### config.mk
export PLATFORM = sky130hd
export DESIGN_NAME = mc_control
export DESIGN_NICKNAME = d
export VERILOG_FILES = /design/src/rtl/mc_control.sv
export SDC_FILE = /design/constraint.sdc
export NUM_CORES = 1
export LEC_CHECK = 0
export CORE_UTILIZATION = 49
export DETAILED_ROUTE_END_ITERATION = 8
export GPL_TIMING_DRIVEN = 0
export PLACE_DENSITY = 0.8
export SYNTH_ARGS = -nofsm -noshare
export SYNTH_HDL_FRONTEND = slang
export SYNTH_SLANG_ARGS = --single-unit
### constraint.sdc
create_clock -name clk -period 3 [get_ports clk]
set_clock_uncertainty 0.1 [all_clocks]
set_input_delay 0.3 -clock clk [delete_from_list [all_inputs] [get_ports clk]]
set_output_delay 0.3 -clock clk [all_outputs]
set_load 0.02 [all_outputs]
### src/rtl/mc_control.sv
// mc_control: multicycle MIPS control unit. Sequences FETCH/DECODE/EXEC/MEM/WB
// over a shared memory port and ALU, traps illegal opcodes and counts retired
// instructions. Control outputs are decoded combinationally from the current
// state, the latched opcode and the live alu_zero/mem_ready inputs.
module mc_control #(
    parameter int unsigned ALUOP_W     = 4,
    parameter bit          MEM_WAIT_EN = 1'b1,
    parameter int unsigned CNT_W       = 32
) (
    input  logic               clk,
    input  logic               nrst,
    input  logic [5:0]         opcode,
    input  logic               alu_zero,
    input  logic               mem_ready,
    output logic               ir_write,
    output logic               pc_write,
    output logic [1:0]         pc_src,
    output logic               mux_iord,
    output logic               read_mem,
    output logic               write_mem,
    output logic               write_reg,
    output logic [1:0]         mux_write_rt_rd_cnst,
    output logic               mux_alu_src_reg_imm,
    output logic [1:0]         mux_reg_src_alu_mem_pc,
    output logic [ALUOP_W-1:0] alu_op,
    output logic [2:0]         state,
    output logic               illegal,
    output logic [CNT_W-1:0]   retired
);

    localparam logic [5:0] OP_R     = 6'h00;
    localparam logic [5:0] OP_J     = 6'h02;
    localparam logic [5:0] OP_JAL   = 6'h03;
    localparam logic [5:0] OP_BEQ   = 6'h04;
    localparam logic [5:0] OP_BNE   = 6'h05;
    localparam logic [5:0] OP_ADDI  = 6'h08;
    localparam logic [5:0] OP_ADDIU = 6'h09;
    localparam logic [5:0] OP_ANDI  = 6'h0C;
    localparam logic [5:0] OP_LW    = 6'h23;
    localparam logic [5:0] OP_SW    = 6'h2B;

    localparam logic [2:0] ALU_ADD   = 3'd0;
    localparam logic [2:0] ALU_SUBEQ = 3'd1;
    localparam logic [2:0] ALU_FUNCT = 3'd2;
    localparam logic [2:0] ALU_AND   = 3'd3;
    localparam logic [2:0] ALU_SUBNE = 3'd4;

    typedef enum logic [2:0] {
        S_FETCH  = 3'd0,
        S_DECODE = 3'd1,
        S_EXEC   = 3'd2,
        S_MEM    = 3'd3,
        S_WB     = 3'd4,
        S_TRAP   = 3'd5
    } state_e;

    state_e             state_q, state_d;
    logic [5:0]         op_q, op_d;
    logic [CNT_W-1:0]   retired_q, retired_d;
    logic               retire_c;
    logic               mem_done_c;

    // With waiting disabled every memory access completes in its first cycle.
    assign mem_done_c = mem_ready | ~MEM_WAIT_EN;

    assign state   = state_q;
    assign retired = retired_q;

    // State, latched opcode and retirement counter.
    always_ff @(posedge clk or negedge nrst) begin
        if (!nrst) begin
            state_q   <= S_FETCH;
            op_q      <= 6'h00;
            retired_q <= '0;
        end else begin
            state_q   <= state_d;
            op_q      <= op_d;
            retired_q <= retired_d;
        end
    end

    // Next-state and control decode; everything idles while nrst is low.
    always_comb begin
        state_d                = state_q;
        op_d                   = op_q;
        retire_c               = 1'b0;
        ir_write               = 1'b0;
        pc_write               = 1'b0;
        pc_src                 = 2'b00;
        mux_iord               = 1'b0;
        read_mem               = 1'b0;
        write_mem              = 1'b0;
        write_reg              = 1'b0;
        mux_write_rt_rd_cnst   = 2'b01;
        mux_alu_src_reg_imm    = 1'b0;
        mux_reg_src_alu_mem_pc = 2'b01;
        alu_op                 = ALUOP_W'(ALU_FUNCT);
        illegal                = 1'b0;

        if (nrst) begin
            case (state_q)
                S_FETCH: begin
                    read_mem = 1'b1;
                    if (mem_done_c) begin
                        ir_write = 1'b1;
                        pc_write = 1'b1;
                        state_d  = S_DECODE;
                    end
                end
                S_DECODE: begin
                    op_d = opcode;
                    case (opcode)
                        OP_J: begin
                            pc_write = 1'b1;
                            pc_src   = 2'b10;
                            retire_c = 1'b1;
                            state_d  = S_FETCH;
                        end
                        OP_JAL: begin
                            pc_write               = 1'b1;
                            pc_src                 = 2'b10;
                            write_reg              = 1'b1;
                            mux_write_rt_rd_cnst   = 2'b10;
                            mux_reg_src_alu_mem_pc = 2'b10;
                            retire_c               = 1'b1;
                            state_d                = S_FETCH;
                        end
                        OP_R, OP_ADDI, OP_ADDIU, OP_ANDI,
                        OP_LW, OP_SW, OP_BEQ, OP_BNE: state_d = S_EXEC;
                        default: state_d = S_TRAP;
                    endcase
                end
                S_EXEC: begin
                    case (op_q)
                        OP_R: state_d = S_WB;
                        OP_ADDI, OP_ADDIU: begin
                            alu_op              = ALUOP_W'(ALU_ADD);
                            mux_alu_src_reg_imm = 1'b1;
                            state_d             = S_WB;
                        end
                        OP_ANDI: begin
                            alu_op              = ALUOP_W'(ALU_AND);
                            mux_alu_src_reg_imm = 1'b1;
                            state_d             = S_WB;
                        end
                        OP_LW, OP_SW: begin
                            alu_op              = ALUOP_W'(ALU_ADD);
                            mux_alu_src_reg_imm = 1'b1;
                            state_d             = S_MEM;
                        end
                        OP_BEQ: begin
                            alu_op   = ALUOP_W'(ALU_SUBEQ);
                            pc_src   = 2'b01;
                            pc_write = alu_zero;
                            retire_c = 1'b1;
                            state_d  = S_FETCH;
                        end
                        OP_BNE: begin
                            alu_op   = ALUOP_W'(ALU_SUBNE);
                            pc_src   = 2'b01;
                            pc_write = ~alu_zero;
                            retire_c = 1'b1;
                            state_d  = S_FETCH;
                        end
                        default: state_d = S_TRAP;
                    endcase
                end
                S_MEM: begin
                    mux_iord = 1'b1;
                    if (op_q == OP_SW) begin
                        write_mem = 1'b1;
                    end else begin
                        read_mem = 1'b1;
                    end
                    if (mem_done_c) begin
                        if (op_q == OP_SW) begin
                            retire_c = 1'b1;
                            state_d  = S_FETCH;
                        end else begin
                            state_d = S_WB;
                        end
                    end
                end
                S_WB: begin
                    write_reg = 1'b1;
                    if (op_q == OP_LW) begin
                        mux_write_rt_rd_cnst   = 2'b00;
                        mux_reg_src_alu_mem_pc = 2'b00;
                    end else if (op_q != OP_R) begin
                        mux_write_rt_rd_cnst = 2'b00;
                    end
                    retire_c = 1'b1;
                    state_d  = S_FETCH;
                end
                S_TRAP: illegal = 1'b1;
                default: state_d = S_FETCH;
            endcase
        end

        retired_d = retire_c ? retired_q + CNT_W'(1) : retired_q;
    end

endmodule

==> flow_summary.ini, run 1 <==
[status]
status = completed

[cells_and_area]
multi_input_area_mm2 = 0.00138
register_area_mm2 = 0.00103
fin_area_mm2 = 0.00335
layout-drive-gt1-share = 0.0888
instances_no_fill = 416
fin_nets = 359
syn_to_final_growth_pct = 34.6
fill_cells = 413
diodes = 0

[sta]
relSlewSlack = 0.334
setup_viol = 0
finalMaxSlewViolations = 0
rsz0062_at_grt = no
hold_viol_final = 0
min_period_over_period = 0.922
worst_pin_slew_ns = 0.990
fmax_ghz = 0.361
fin_ws_ns = 0.233
period_needed_ns = 2.77

[yosys]
synth_xor_area_frac = 0.116
yosys-mux-area-fraction = 0.00452
synth_top_family_by_area = simple AND/OR/NAND/NOR gates
synth-simple-area-share = 0.241
synth_area_leaders = dfrtp_1 (41%), xor2_1 (11%), nand2_1 (6.3%), a21oi_1 (5.2%), nand3_1 (3.4%)
syn_nets = 290
synth_async_sr_flop_share = 1.00
synth.most_common_cell = nand2_1
synth_compound_area_frac = 0.179
synthFlopType = dfrtp_1
synthAdderAreaFrac = 0.00503
synth_edf_count = 0
netlist.area_leader.share = 0.412
synth_area_leader_cell = dfrtp_1
synthDistinctLibCells = 49
synth_seq_area_share = 0.412
syn-cell-area_mm2 = 0.00249
yosys_warnings = 0
yosys_register_bits = 41
synthCells = 279
syn_area_per_cell_um2 = 8.92
synthTopCellsByCount = nand2_1 (42), dfrtp_1 (41), xor2_1 (31)

[place]
portBuffers = 61
post-dp-hpwl_mm = 4.61
dp_slack_ns = 0.0488
gp_congestion = 0.918
dp.cells = 408
place_area_mm2 = 0.00320

[grt]
grt-busiest-layer = met2
grt_pass1_vias = 2103
grt_use_total = 0.249
overflow = 0
antenna_found_initial = 0
use_met1 = 0.362
grt_use_met3 = 0.0453
grt_util_met2 = 0.379
grt_max_degree = 29
grt_pass1_wl_mm = 10.2

[die]
initial_core_util = 0.517
io_pins = 63
row_count = 25
die_y_um = 73.3
die_w_um = 73.3
coreArea_mm2 = 0.00482
die_area_mm2 = 0.00537

[detailed_routing]
drcViolationCount = 0
totalWireLength_mm = 6.27
vias_per_cell = 5.67
detail_route.wl_per_cell_um = 15.1
vias = 2360
first_pass_iters = 6
first_iter_violations = 184
ant_nets = 0

[clocking]
htreeDepth = 2
worstSkewPairLatency_ns = 0.30
root_buffer = clkbuf_8
cts_buffers = 5
cts.sinks = 41
clk_pin_slew_ns = 0.08
cts_buffer_depth = 2
cts_tree = built

[power_and_ir_drop]
power.total_mw = 1.74
power_leakage_nw = 1.49
p_per_area_mw_per_mm2 = 520
ir_drop_mv = 0.375

[worst_setup_path]
worstSetupEndpointType = primary output
required_ns = 2.60
worst-setup-path-type = reg -> out
crit_fanout = 11
arrival_ns = 2.37
cp-start-kind = flip-flop

[flow_run]
cap_violations = 0

[min_path]
min_path_type = in -> async
==> per-stage QoR <==
stage	util	hold slack [ns]	setup TNS [ns]
6_report	0.696	0.0167	0
5_1_grt	0.696	0.0283	0
4_1_cts	0.697	0.0104	0
3_5_place_dp	0.664	0.128	0
3_3_place_gp	0.661	0.380	-56.49
2_1_floorplan	-	-0.0956	0
==> sequential cells by signal (all words and copies together) (netlist names) <==
| register | flops |
|---|---|
| op_q | 6 |
| retired | 32 |
| state | 3 |
==> critical path, stage by stage (launching register included) <==
cell	delay [ns]
dfrtp_1	0.51
inv_2	0.18
nand2_2	0.13
or3_1	0.38
nor2_1	0.15
and2_1	0.13
clkdlybuf4s50_1	0.59
==> report_power, final <==
part	internal (mW)	total [mW]	switching (mW)
registers	0.619	0.729	0.110
clock network	0.271	0.457	0.186
logic	0.236	0.556	0.320
total	1.13	1.74	0.616
==> what timing repair did <==
item	in CTS	in global routing
pin swaps	0	0
setup buffers	0	0
hold endpoints to repair	13	0
gates resized for setup	3	1
hold buffers	2	0
setup endpoints to repair	2	2
==> placed cells by master (no fill, tap or decap), types with 3 or more instances in the layout <==
cell	n
nor3_1	5
nor2b_1	3
xor2_1	31
dfrtp_1	41
nand4_1	8
nand3_1	17
o21ai_0	7
and3_1	8
nor4_1	3
clkbuf_1	6
clkdlybuf4s50_1	60
inv_1	4
clkbuf_8	6
buf_2	4
a211oi_1	9
nand2_1	41
nor2_1	22
a21oi_1	26
==> final cells by class <==
cell class | count | share of cell area
buffer | 13 | 0.0228
clock buffer | 7 | 0.0258
clock inverter | 1 | 0.00896
inverter | 5 | 0.00560
multi-input combinational | 218 | 0.410
sequential | 41 | 0.306
tap | 67 | 0.0250
timing repair buffer | 64 | 0.196
==> logic make-up after synthesis <==
family / count (synthesis)
muxes: 1
other: 1
DFF: 41
adders and majority gates: 1
AOI/OAI and AO/OA: 61
and+or+nand+nor: 121
buffers and inverters: 20
xor gates and xnor gates: 33
==> path summary, 6_finish.rpt <==
check / slack [ns] / start / cells past startpoint / endpoint
min in group clk: 0.29 / nrst / 4 / state[0]
max reg2reg: 0.45 / op_q[0] / 8 / retired[24]
min: 0.02 / nrst / 3 / retired[10]
min reg2reg: 0.39 / retired[31] / 1 / retired[31]
max in group asynchronous: 1.92 / nrst / 2 / retired[8]
max: 0.23 / state[2] / 6 / alu_op[2]
==> per-layer routing <==
metal | vias to the layer above | wire length [um]
met2 | 82 | 2900
met1 | 1136 | 2940
met5 | - | 0
met3 | 7 | 339
li1 | 1135 | -
met4 | 0 | 90
No activity file was read; power rests on OpenSTA's default activity.
==> run 2, diff against run 1 <==
Settings changed: SLEW_MARGIN from default to 20.
==> flow_summary.ini, run 2 (synthesis gave the netlist of run 1 again) <==
[status]
status = completed

[worst_setup_path]
arrival_ns = 2.47
cp-start-kind = flip-flop
required_ns = 2.60
worstPathCellList = clkbuf_1, nand2b_1, or3_1, nor2_1, and2_1, clkdlybuf4s50_1
crit_fanout = 8
worstSetupEndpointType = primary output
slowest_stage = clkdlybuf4s50_1
worst-setup-path-type = reg -> out
slowest_delay_ns = 0.60

[detailed_routing]
vias = 2388
drcViolationCount = 0
ant_nets = 0
first_iter_violations = 145
first_pass_iters = 5
detail_route.wl_per_cell_um = 15.1
totalWireLength_mm = 6.35
vias_per_cell = 5.67

[sta]
hold_viol_final = 0
fmax_ghz = 0.348
rsz0062_at_grt = no
min_period_over_period = 0.957
setup_viol = 0
worst_pin_slew_ns = 0.980
finalMaxSlewViolations = 0
period_needed_ns = 2.87
relSlewSlack = 0.340
timing.hold.ws_ns = 0.0260

[cells_and_area]
mostFrequentLayoutCell = clkdlybuf4s50_1
final_cell_mix = clkdlybuf4s50_1 (60), nand2_1 (41), dfrtp_1 (41), xor2_1 (31), a21oi_1 (26)
syn_to_final_growth_pct = 35.8
fin_area_mm2 = 0.00338
fin_nets = 364
layout-drive-gt1-share = 0.0960
diodes = 0
fill_cells = 421
largest_reg_flops = 32

[place]
place_area_mm2 = 0.00320
gp_congestion = 0.918
post-dp-hpwl_mm = 4.64
portBuffers = 61

[die]
die_w_um = 73.3
coreArea_mm2 = 0.00482
die_y_um = 73.3
initial_core_util = 0.517
row_count = 25
die_area_mm2 = 0.00537
io_pins = 63

[clocking]
worstSkewPairLatency_ns = 0.29
cts_buffers = 5
cts_tree = built
cts_buffer_depth = 2
root_buffer = clkbuf_8
clk_pin_slew_ns = 0.08
cts.sinks = 41
htreeDepth = 2

[power_and_ir_drop]
p_per_area_mw_per_mm2 = 525
ir_drop_mv = 0.422
power_leakage_nw = 1.51

[grt]
grt_use_total = 0.252
grt-busiest-layer = met2
grt_pass1_vias = 2158
use_met1 = 0.351
antenna_found_initial = 0
grt_pass1_wl_mm = 10.3
grt_use_met3 = 0.0453
grt_max_degree = 29
overflow = 0
grt_util_met2 = 0.395

[flow_run]
cap_violations = 0

[min_path]
min_path_type = in -> async
-- run 2: stage by stage --
stage                     setup TNS, ns  total power, mW  setup WS (ns)  std cells  utilization
final                                 0             1.78          0.129        421        0.702
after global routing                  0             1.88         0.0134        421        0.702
after CTS                             0             1.75         0.0608        418        0.697
after detailed placement              0             1.28         0.0505        408        0.664
after global placement           -56.49             1.26          -1.82        407        0.661
after floorplan                       0             1.06          0.634        279            -
-- run 2: power breakdown --
part | leakage (nW) | internal (mW) | switching (mW) | total, mW
sequential | 0.551 | 0.620 | 0.0899 | 0.709
clock | 0.0585 | 0.271 | 0.185 | 0.456
combinational | 0.898 | 0.261 | 0.349 | 0.610
-- run 2: cell type report --
type	instances	area (um^2)	area share
well taps	67	83.8	0.0248
flip-flops and latches	41	1030	0.303
multi-input cells	218	1380	0.407
clock buffers	7	86.3	0.0255
clock inverters	1	30.0	0.00888
inverters	5	18.8	0.00555
repair buffers	67	678	0.201
plain buffers	15	83.8	0.0248
-- run 2: critical path: cells and delay by family, from the launching register on --
kind          cells  cell delay, ns
flops             1            0.35
simple gates      4            0.89
buf+inv           2            0.94
-- run 2: path summary, 6_finish.rpt --
| path | from | end | slack [ns] | depth (start not counted) |
|---|---|---|---|---|
| worst max-delay path | state[1] | alu_op[2] | 0.13 | 6 |
| worst min-delay path | nrst | retired[17] | 0.03 | 3 |
| worst max register to register | op_q[0] | retired[24] | 0.49 | 8 |
| worst min register to register | retired[19] | retired[19] | 0.40 | 1 |
| max in group asynchronous | nrst | retired[8] | 1.91 | 2 |
| min in group clk | nrst | state[2] | 0.30 | 3 |
-- run 2: what timing repair did --
item                                   in CTS  in global routing
buffers inserted                            0                  3
gates cloned                                0                  0
gates resized for setup                     3                  1
pin swaps                                   0                  0
hold buffers                                2                  0
endpoints found under the hold margin      13                  0
setup endpoints to repair                   2                  2
-- run 2: routing by layer --
metal,part of all wire,vias to the layer above
li1,-,1147
met1,0.46,1156
met2,0.47,74
met3,0.048,11
met4,0.016,0
met5,0,-
